File: src/rtl/fetch_sequencer.sv
// Program-counter owner and single-entry fetch stage: mem_pc -> instr_out in 1 cycle, 1 word/cycle when ready.
// Backpressure: the output stage and PC hold while instr_valid && !instr_ready; a jump flushes the buffered word.
module fetch_sequencer #(
  parameter int INSTRUCTION_WIDTH = 40,
  parameter int PC_WIDTH = 5,
  parameter int OPCODE_WIDTH = 8,
  parameter logic [OPCODE_WIDTH-1:0] HALT_OPCODE = 8'hFF,
  parameter int START_ADDR = 0
) (
  input  logic                         clk,
  input  logic                         rst,
  input  logic                         start,
  output logic [PC_WIDTH-1:0]          mem_pc,
  input  logic [INSTRUCTION_WIDTH-1:0] mem_instruction,
  output logic [INSTRUCTION_WIDTH-1:0] instr_out,
  output logic [PC_WIDTH-1:0]          instr_pc,
  output logic                         instr_valid,
  input  logic                         instr_ready,
  input  logic                         jump_valid,
  input  logic [PC_WIDTH-1:0]          jump_target,
  output logic                         halted,
  output logic [15:0]                  fetch_count
);

  typedef enum logic [1:0] {IDLE, FETCH, HALT} state_t;

  state_t              state;
  logic [PC_WIDTH-1:0] pc;
  logic                load;
  logic                is_halt;
  logic                handshake;

  assign mem_pc    = pc;
  assign load      = (state == FETCH) && (!instr_valid || instr_ready);
  assign is_halt   = (mem_instruction[INSTRUCTION_WIDTH-1 -: OPCODE_WIDTH] == HALT_OPCODE);
  assign handshake = instr_valid && instr_ready;

  always_ff @(posedge clk) begin
    if (rst) begin
      state       <= IDLE;
      pc          <= '0;
      instr_out   <= '0;
      instr_pc    <= '0;
      instr_valid <= 1'b0;
      halted      <= 1'b0;
      fetch_count <= '0;
    end else begin
      if (handshake)
        fetch_count <= fetch_count + 16'd1;

      // A redirect discards the wrong-path word even if it is being accepted this cycle.
      if (jump_valid && (state != IDLE)) begin
        pc          <= jump_target;
        instr_valid <= 1'b0;
        state       <= FETCH;
        halted      <= 1'b0;
      end else begin
        case (state)
          IDLE: begin
            if (start) begin
              state <= FETCH;
              pc    <= PC_WIDTH'(START_ADDR);
            end
          end
          FETCH: begin
            if (load) begin
              instr_out   <= mem_instruction;
              instr_pc    <= pc;
              instr_valid <= 1'b1;
              if (is_halt) begin
                state  <= HALT;
                halted <= 1'b1;
              end else begin
                pc <= pc + 1'b1;
              end
            end
          end
          HALT: begin
            if (handshake)
              instr_valid <= 1'b0;
            if (start) begin
              state  <= FETCH;
              pc     <= PC_WIDTH'(START_ADDR);
              halted <= 1'b0;
            end
          end
          default: state <= IDLE;
        endcase
      end
    end
  end

endmodule

File: config.mk
export PLATFORM = sky130hd
export DESIGN_NAME = fetch_sequencer
export DESIGN_NICKNAME = d
export VERILOG_FILES = /design/src/rtl/fetch_sequencer.sv
export SDC_FILE = /design/constraint.sdc
export NUM_CORES = 1
export LEC_CHECK = 0
export BUFFER_PORTS_ARGS = -buffer_cell sky130_fd_sc_hd__buf_2
export CAP_MARGIN = 25
export CORE_MARGIN = 3
export CORE_UTILIZATION = 45
export CTS_BUF_LIST = sky130_fd_sc_hd__clkbuf_8
export DETAILED_ROUTE_END_ITERATION = 16
export HOLD_SLACK_MARGIN = 0.12
export MAX_ROUTING_LAYER = met4
export PLACE_DENSITY_LB_ADDON = 0.1
export SLEW_MARGIN = 20
export SYNTH_ARGS = -nofsm -noshare
export SYNTH_HDL_FRONTEND = slang
export SYNTH_SLANG_ARGS = --single-unit
export TNS_END_PERCENT = 10
File: constraint.sdc
create_clock -name clk -period 1.7 [get_ports clk]
set_clock_uncertainty 0.15 [all_clocks]
set_input_delay 0.34 -clock clk [delete_from_list [all_inputs] [get_ports clk]]
set_output_delay 0.34 -clock clk [all_outputs]
set_load 0.02 [all_outputs]
Yosys cells after proc, flatten, opt, wreduce, memory -nomap -nowiden

Cells that the tools add are included.

Flip-flop bits (word level): 70
Latch bits: 0
Bits in writable memories: 0
Memory bits (read-only): 0
Input bits: 50
Output and inout bits: 68
Word-level logic and storage cells: 57
Memories kept: 0

Add/sub/neg operators: 2
Multiply operators: 0
Div/mod/pow operators: 0
Order comparisons: 0
Eq/ne operators: 12
Shifts and indexed selects: 0
Multiplexer cells: 17
Bitwise gates (word level): 1
Reduce and logical (&&, ||, !) cells: 17

Operators by type and width:

| kind                  | number |
|---|---|
| $mux 5                | 4 |
| $add 16x1->16 const B | 1 |
| $reduce_and 3->1      | 4 |
| $pmux 5 s2            | 1 |
| $ne 3x2->1 const B    | 3 |
| $eq 8x8->1 const B    | 1 |
| $ne 2x2->1 const B    | 4 |
| $reduce_and 4->1      | 2 |
| $mux 1                | 6 |
| $mux 2                | 3 |
| $add 5x1->5 const B   | 1 |
| $pmux 1 s2            | 2 |
| $pmux 2 s2            | 1 |
| $reduce_bool 2->1     | 2 |
| $reduce_or 2->1       | 2 |
| $logic_and 1x1->1     | 3 |
| $ne 3x1->1 const B    | 1 |
| $reduce_bool 3->1     | 1 |
| $eq 2x1->1 const B    | 1 |
| $eq 2x2->1 const B    | 1 |
| $logic_not 2->1       | 1 |
| $ne 2x1->1 const B    | 1 |
| $logic_not 1->1       | 1 |
| $logic_or 1x1->1      | 1 |
| $not 1->1             | 1 |

Depth between registers and ports, before layout

Word-level depth: 6
Mapped depth: 7
Gate-level depth less buffers: 5

Worst setup path before layout

No wires, ideal clock.

Path type: register to register
Start point: register instr_valid
End point: register pc[3], in the netlist mem_pc[3]
Library setup time: 0.079 ns
Arrival: 1.534 ns
Required time: 1.471 ns
Path slack: -0.063 ns
Stages on the path, launching flop included: 6
Buffers on the path: 1
Period minus slack after synthesis: 1.763 ns
Cell sequence: dfxtp_1 > buf_2 > or3b_1 > a21o_1 > and2_4 > a211oi_2

Longest elaborated chain between the ends: 5

RTL lines:

| item                              | RTL line | RTL |
|---|---|---|
| start: declaration                | 17       | `output logic instr_valid,` |
| start signal: assignment          | 44       | `instr_valid <= 1'b0;` |
| start signal: assignment          | 54       | `instr_valid <= 1'b0;` |
| start signal: assignment          | 69       | `instr_valid <= 1'b1;` |
| $logic_not 1->1                   | 34       | `assign load = (state == FETCH) && (!instr_valid \|\| instr_ready);` |
| $logic_or 1x1->1                  | 34       |  |
| $logic_and 1x1->1                 | 34       |  |
| $ne 3x2->1 (no source line)       | -        |  |
| $reduce_and 4->1 (no source line) | -        |  |
| end signal: assignment            | 53       | `pc <= jump_target;` |
| end signal: assignment            | 62       | `pc <= PC_WIDTH'(START_ADDR);` |
| end signal: assignment            | 74       | `pc <= pc + 1'b1;` |
| end: declaration                  | 28       | `logic [PC_WIDTH-1:0] pc;` |

No other way between the ends.
A chain may end at the register's enable or synchronous reset.

Worst setup path after layout

Start point: register instr_valid
End point: register pc[2], in the netlist mem_pc[2]

Same word-level chain as after synthesis.

==> out/metrics.yaml <==
status:
  status: "complete, no violations"
setup_path:
  r2r_slack_ns: 0.10
  endpoint_kind: "flip-flop"
  r2r_end: "mem_pc[2]$_SDFFE_PP0P_"
  crit_chain: "or3b_1, a21o_1, and2_4, a311oi_2"
  path_class: "flip-flop to flip-flop"
  cpMaxStageDelayCell: "dfxtp_4"
  crit_path_end: "mem_pc[2]$_SDFFE_PP0P_"
  timing.rr.start: "instr_valid$_SDFFE_PP0P_"
  crit_path_start: "instr_valid$_SDFFE_PP0P_"
  cpPeakStageDelay_ns: 0.40
  cp.required_ns: 1.80
  crit_path_max_fanout: 11
  start_kind: "flip-flop"
  crit_arrival_ns: 1.69
  ff2ff_path_depth: 4
synth:
  syn_inst: 351
  yosys.area.top_type: "dfxtp_1"
  ys.flop_type: "dfxtp_1"
  ys_seq_area_share_pct: 48.2
  ys_warn_count: 0
  ys_seq_elements: 70
  synthTopCellsByArea: "dfxtp_1 (48%), nand2_1 (13%), a21oi_1 (9.8%)"
  syn_area_um2: 2910
  netlist.area_leader.share_pct: 48.2
  synth_cell_types: 45
  synth_edf_count: 0
  syn_area_per_cell_um2: 8.29
  syn-num-nets: 403
  synthArstFlopShare_pct: 0
grt:
  grt_first_pass_wirelength_mm: 12.4
  grt_max_degree: 46
  grt_overflow: 0
  grt_antenna_before_repair: 0
  grt_usage_pct: 21.5
  grt_pass1_vias: 2665
layout:
  final_cells: 598
  syn2layout_area_growth_pct: 45.6
  fill_cells: 527
  finalInstanceArea_um2: 4240
  antenna_cells: 0
  finalNetCount: 570
  drive_gt1_share_pct: 32.3
cts:
  htree_levels: 3
  cts_sinks: 70
  cts_made_buffers: 9
  worst_skew_pair.late_latency_ns: 0.34
  ctsLongestPathBuffers: 2
  clkSlewWorstSetupHoldPaths_ns: 0.07
  cts_tree: "done"
  cts-root-buf: "clkbuf_8"
detailed_routing:
  postRouteWirelength_mm: 8.01
  highest_layer: "met4"
  via_per_inst: 4.97
  vias: 2974
  drt-pass1-iter-count: 4
  wl_met2_mm: 3.85
  route.detailed.drc: 0
  antenna_left: 0
  drt_iter0_markers: 118
  wl_met3_um: 463
  avgRoutedWirePerCell_um: 13.4
  wl_met1_mm: 3.56
placement:
  dp_hpwl_mm: 5.24
  dpl-instance-area_um2: 3650
  dp_cells: 540
  io_buffers: 117
  gp_congestion: 0.776
sta:
  worst_pin_slew_ns: 0.307
  hold_viol: 0
  drv_slew: 0
  fin_crit_sh_pct: 94.1
  rsz0062_at_grt: "true"
  min_period_ns: 1.60
  slew_headroom_pct: 79.4
  finalSetupViolCount: 0
  fmax_mhz: 625
power_and_ir_drop:
  p_leak_nw: 1.89
  power_density_nw_per_um2: 807
  max-vdd-ir-drop_mv: 0.505
floorplan:
  die_y_um: 86.4
  start_util_pct: 47.7
  num_rows: 28
  die_area_um2: 7470
  die_w_um: 86.4
  io_pins: 118
  core-area_um2: 6100
min_path:
  hold_class: "primary input to flip-flop"
run:
  cap_violations: 0
[kinds of logic after synthesis]
| family | synth area share (%) |
|---|---|
| AND/OR/NAND/NOR | 25.4 |
| AO/OA/AOI/OAI | 16.3 |
| flip-flops | 48.2 |
| buffers and inverters | 4.30 |
| XOR/XNOR | 4.21 |
| multiplexers | 0.774 |
| adder cells (fa/ha/maj) | 0.860 |
[critical path, delay by kind of cell (launching register included)]
family	cells	cell delay (ns)
AND/OR/NAND/NOR	2	0.54
AO/OA/AOI/OAI	2	0.42
flip-flops	1	0.40
[synthesized netlist by cell type (all sizes together) (2+ instances only)]
master / count
buf: 15
a31o: 2
dfxtp: 70
nand2b: 2
ha: 2
nor2: 19
a21o: 2
a32oi: 4
nand2: 101
a21oi: 57
xor2: 7
and3: 2
xnor2: 7
nor4: 3
nand3: 8
a211oi: 4
and4: 2
clkbuf: 8
nor2b: 2
nand4: 6
inv: 2
mux2: 2
nor3: 5
or2: 2
or3: 3
o21ai: 4
[cells in the final DEF, fill, tap and decap left out, types with 3 or more instances in the layout]
cell	count
a211oi_2	4
a21oi_1	57
a32oi_1	4
buf_2	117
buf_4	20
clkbuf_8	10
clkinv_2	3
dfxtp_1	67
dlygate4sd3_1	40
inv_1	4
nand2_1	101
nand3_1	7
nand4_1	6
nor2_1	19
nor3_1	4
or3_1	3
xnor2_1	7
xor2_1	7
[power by group]
group	leakage, nW	switching [mW]	internal, mW	total, mW
clock	0.0944	0.599	0.551	1.15
combinational	1.22	0.284	0.244	0.528
sequential	0.570	0.0428	1.70	1.74
total	1.89	0.926	2.49	3.42
[metrics by stage]
stage / setup WS, ns / total power, mW / TNS [ns] / util [%] / hold slack, ns
after floorplan: 0.0151 / 2.05 / 0 / - / 0.326
after global placement: -0.00526 / 2.23 / -0.00526 / 59.9 / 0.289
after detailed placement: -0.0536 / 2.23 / -0.119 / 59.9 / 0.293
after CTS: 0.0217 / 3.45 / 0 / 69.2 / 0.179
after global routing: -0.00643 / 3.57 / -0.00643 / 69.5 / 0.215
final: 0.101 / 3.42 / 0 / 69.5 / 0.190
[sequential cells by signal, summed over array words and instances, names as in the netlist]
| name | cells |
|---|---|
| fetch_count | 16 |
| halted | 1 |
| instr_out | 40 |
| instr_pc | 5 |
| instr_valid | 1 |
| mem_pc | 5 |
| state | 2 |
[area by class of cell]
type	count	area (µm²)	area share [%]
multi-input cells	256	1380	32.7
clock buffers	10	138	3.25
clock inverters	6	30.0	0.709
flip-flops and latches	70	1410	33.2
well taps	75	93.8	2.22
inverters	2	7.51	0.177
repair buffers	179	1180	27.8
[per-layer routing]
layer,track usage (%),up-vias
met5,-,-
met4,9.07,0
met3,3.90,12
met2,35.9,87
met1,25.5,1354
li1,-,1521
[how the worst min path moves through the flow]
stage	startpoint	endpoint	slack, ns	cells after the start
CTS	start	state[1]$_SDFFE_PP0P_	0.18	4
global placement	instr_out[17]$_SDFFE_PP0P_	instr_out[17]$_SDFFE_PP0P_	0.29	2
floorplan	mem_instruction[10]	instr_out[10]$_SDFFE_PP0P_	0.33	2
detailed placement	instr_out[22]$_SDFFE_PP0P_	instr_out[22]$_SDFFE_PP0P_	0.29	2
finish	start	state[1]$_SDFFE_PP0P_	0.19	4
global route	jump_target[2]	mem_pc[2]$_SDFFE_PP0P_	0.22	3
[what timing repair did]
| action | in CTS | in global routing |
|---|---|---|
| endpoints found under the hold margin | 40 | 0 |
| setup endpoints to repair | 0 | 26 |
| buffers inserted | 0 | 2 |
| gates resized for setup | 0 | 3 |
| hold buffers | 40 | 0 |
Note: power is estimated with default switching activity, not from simulation.
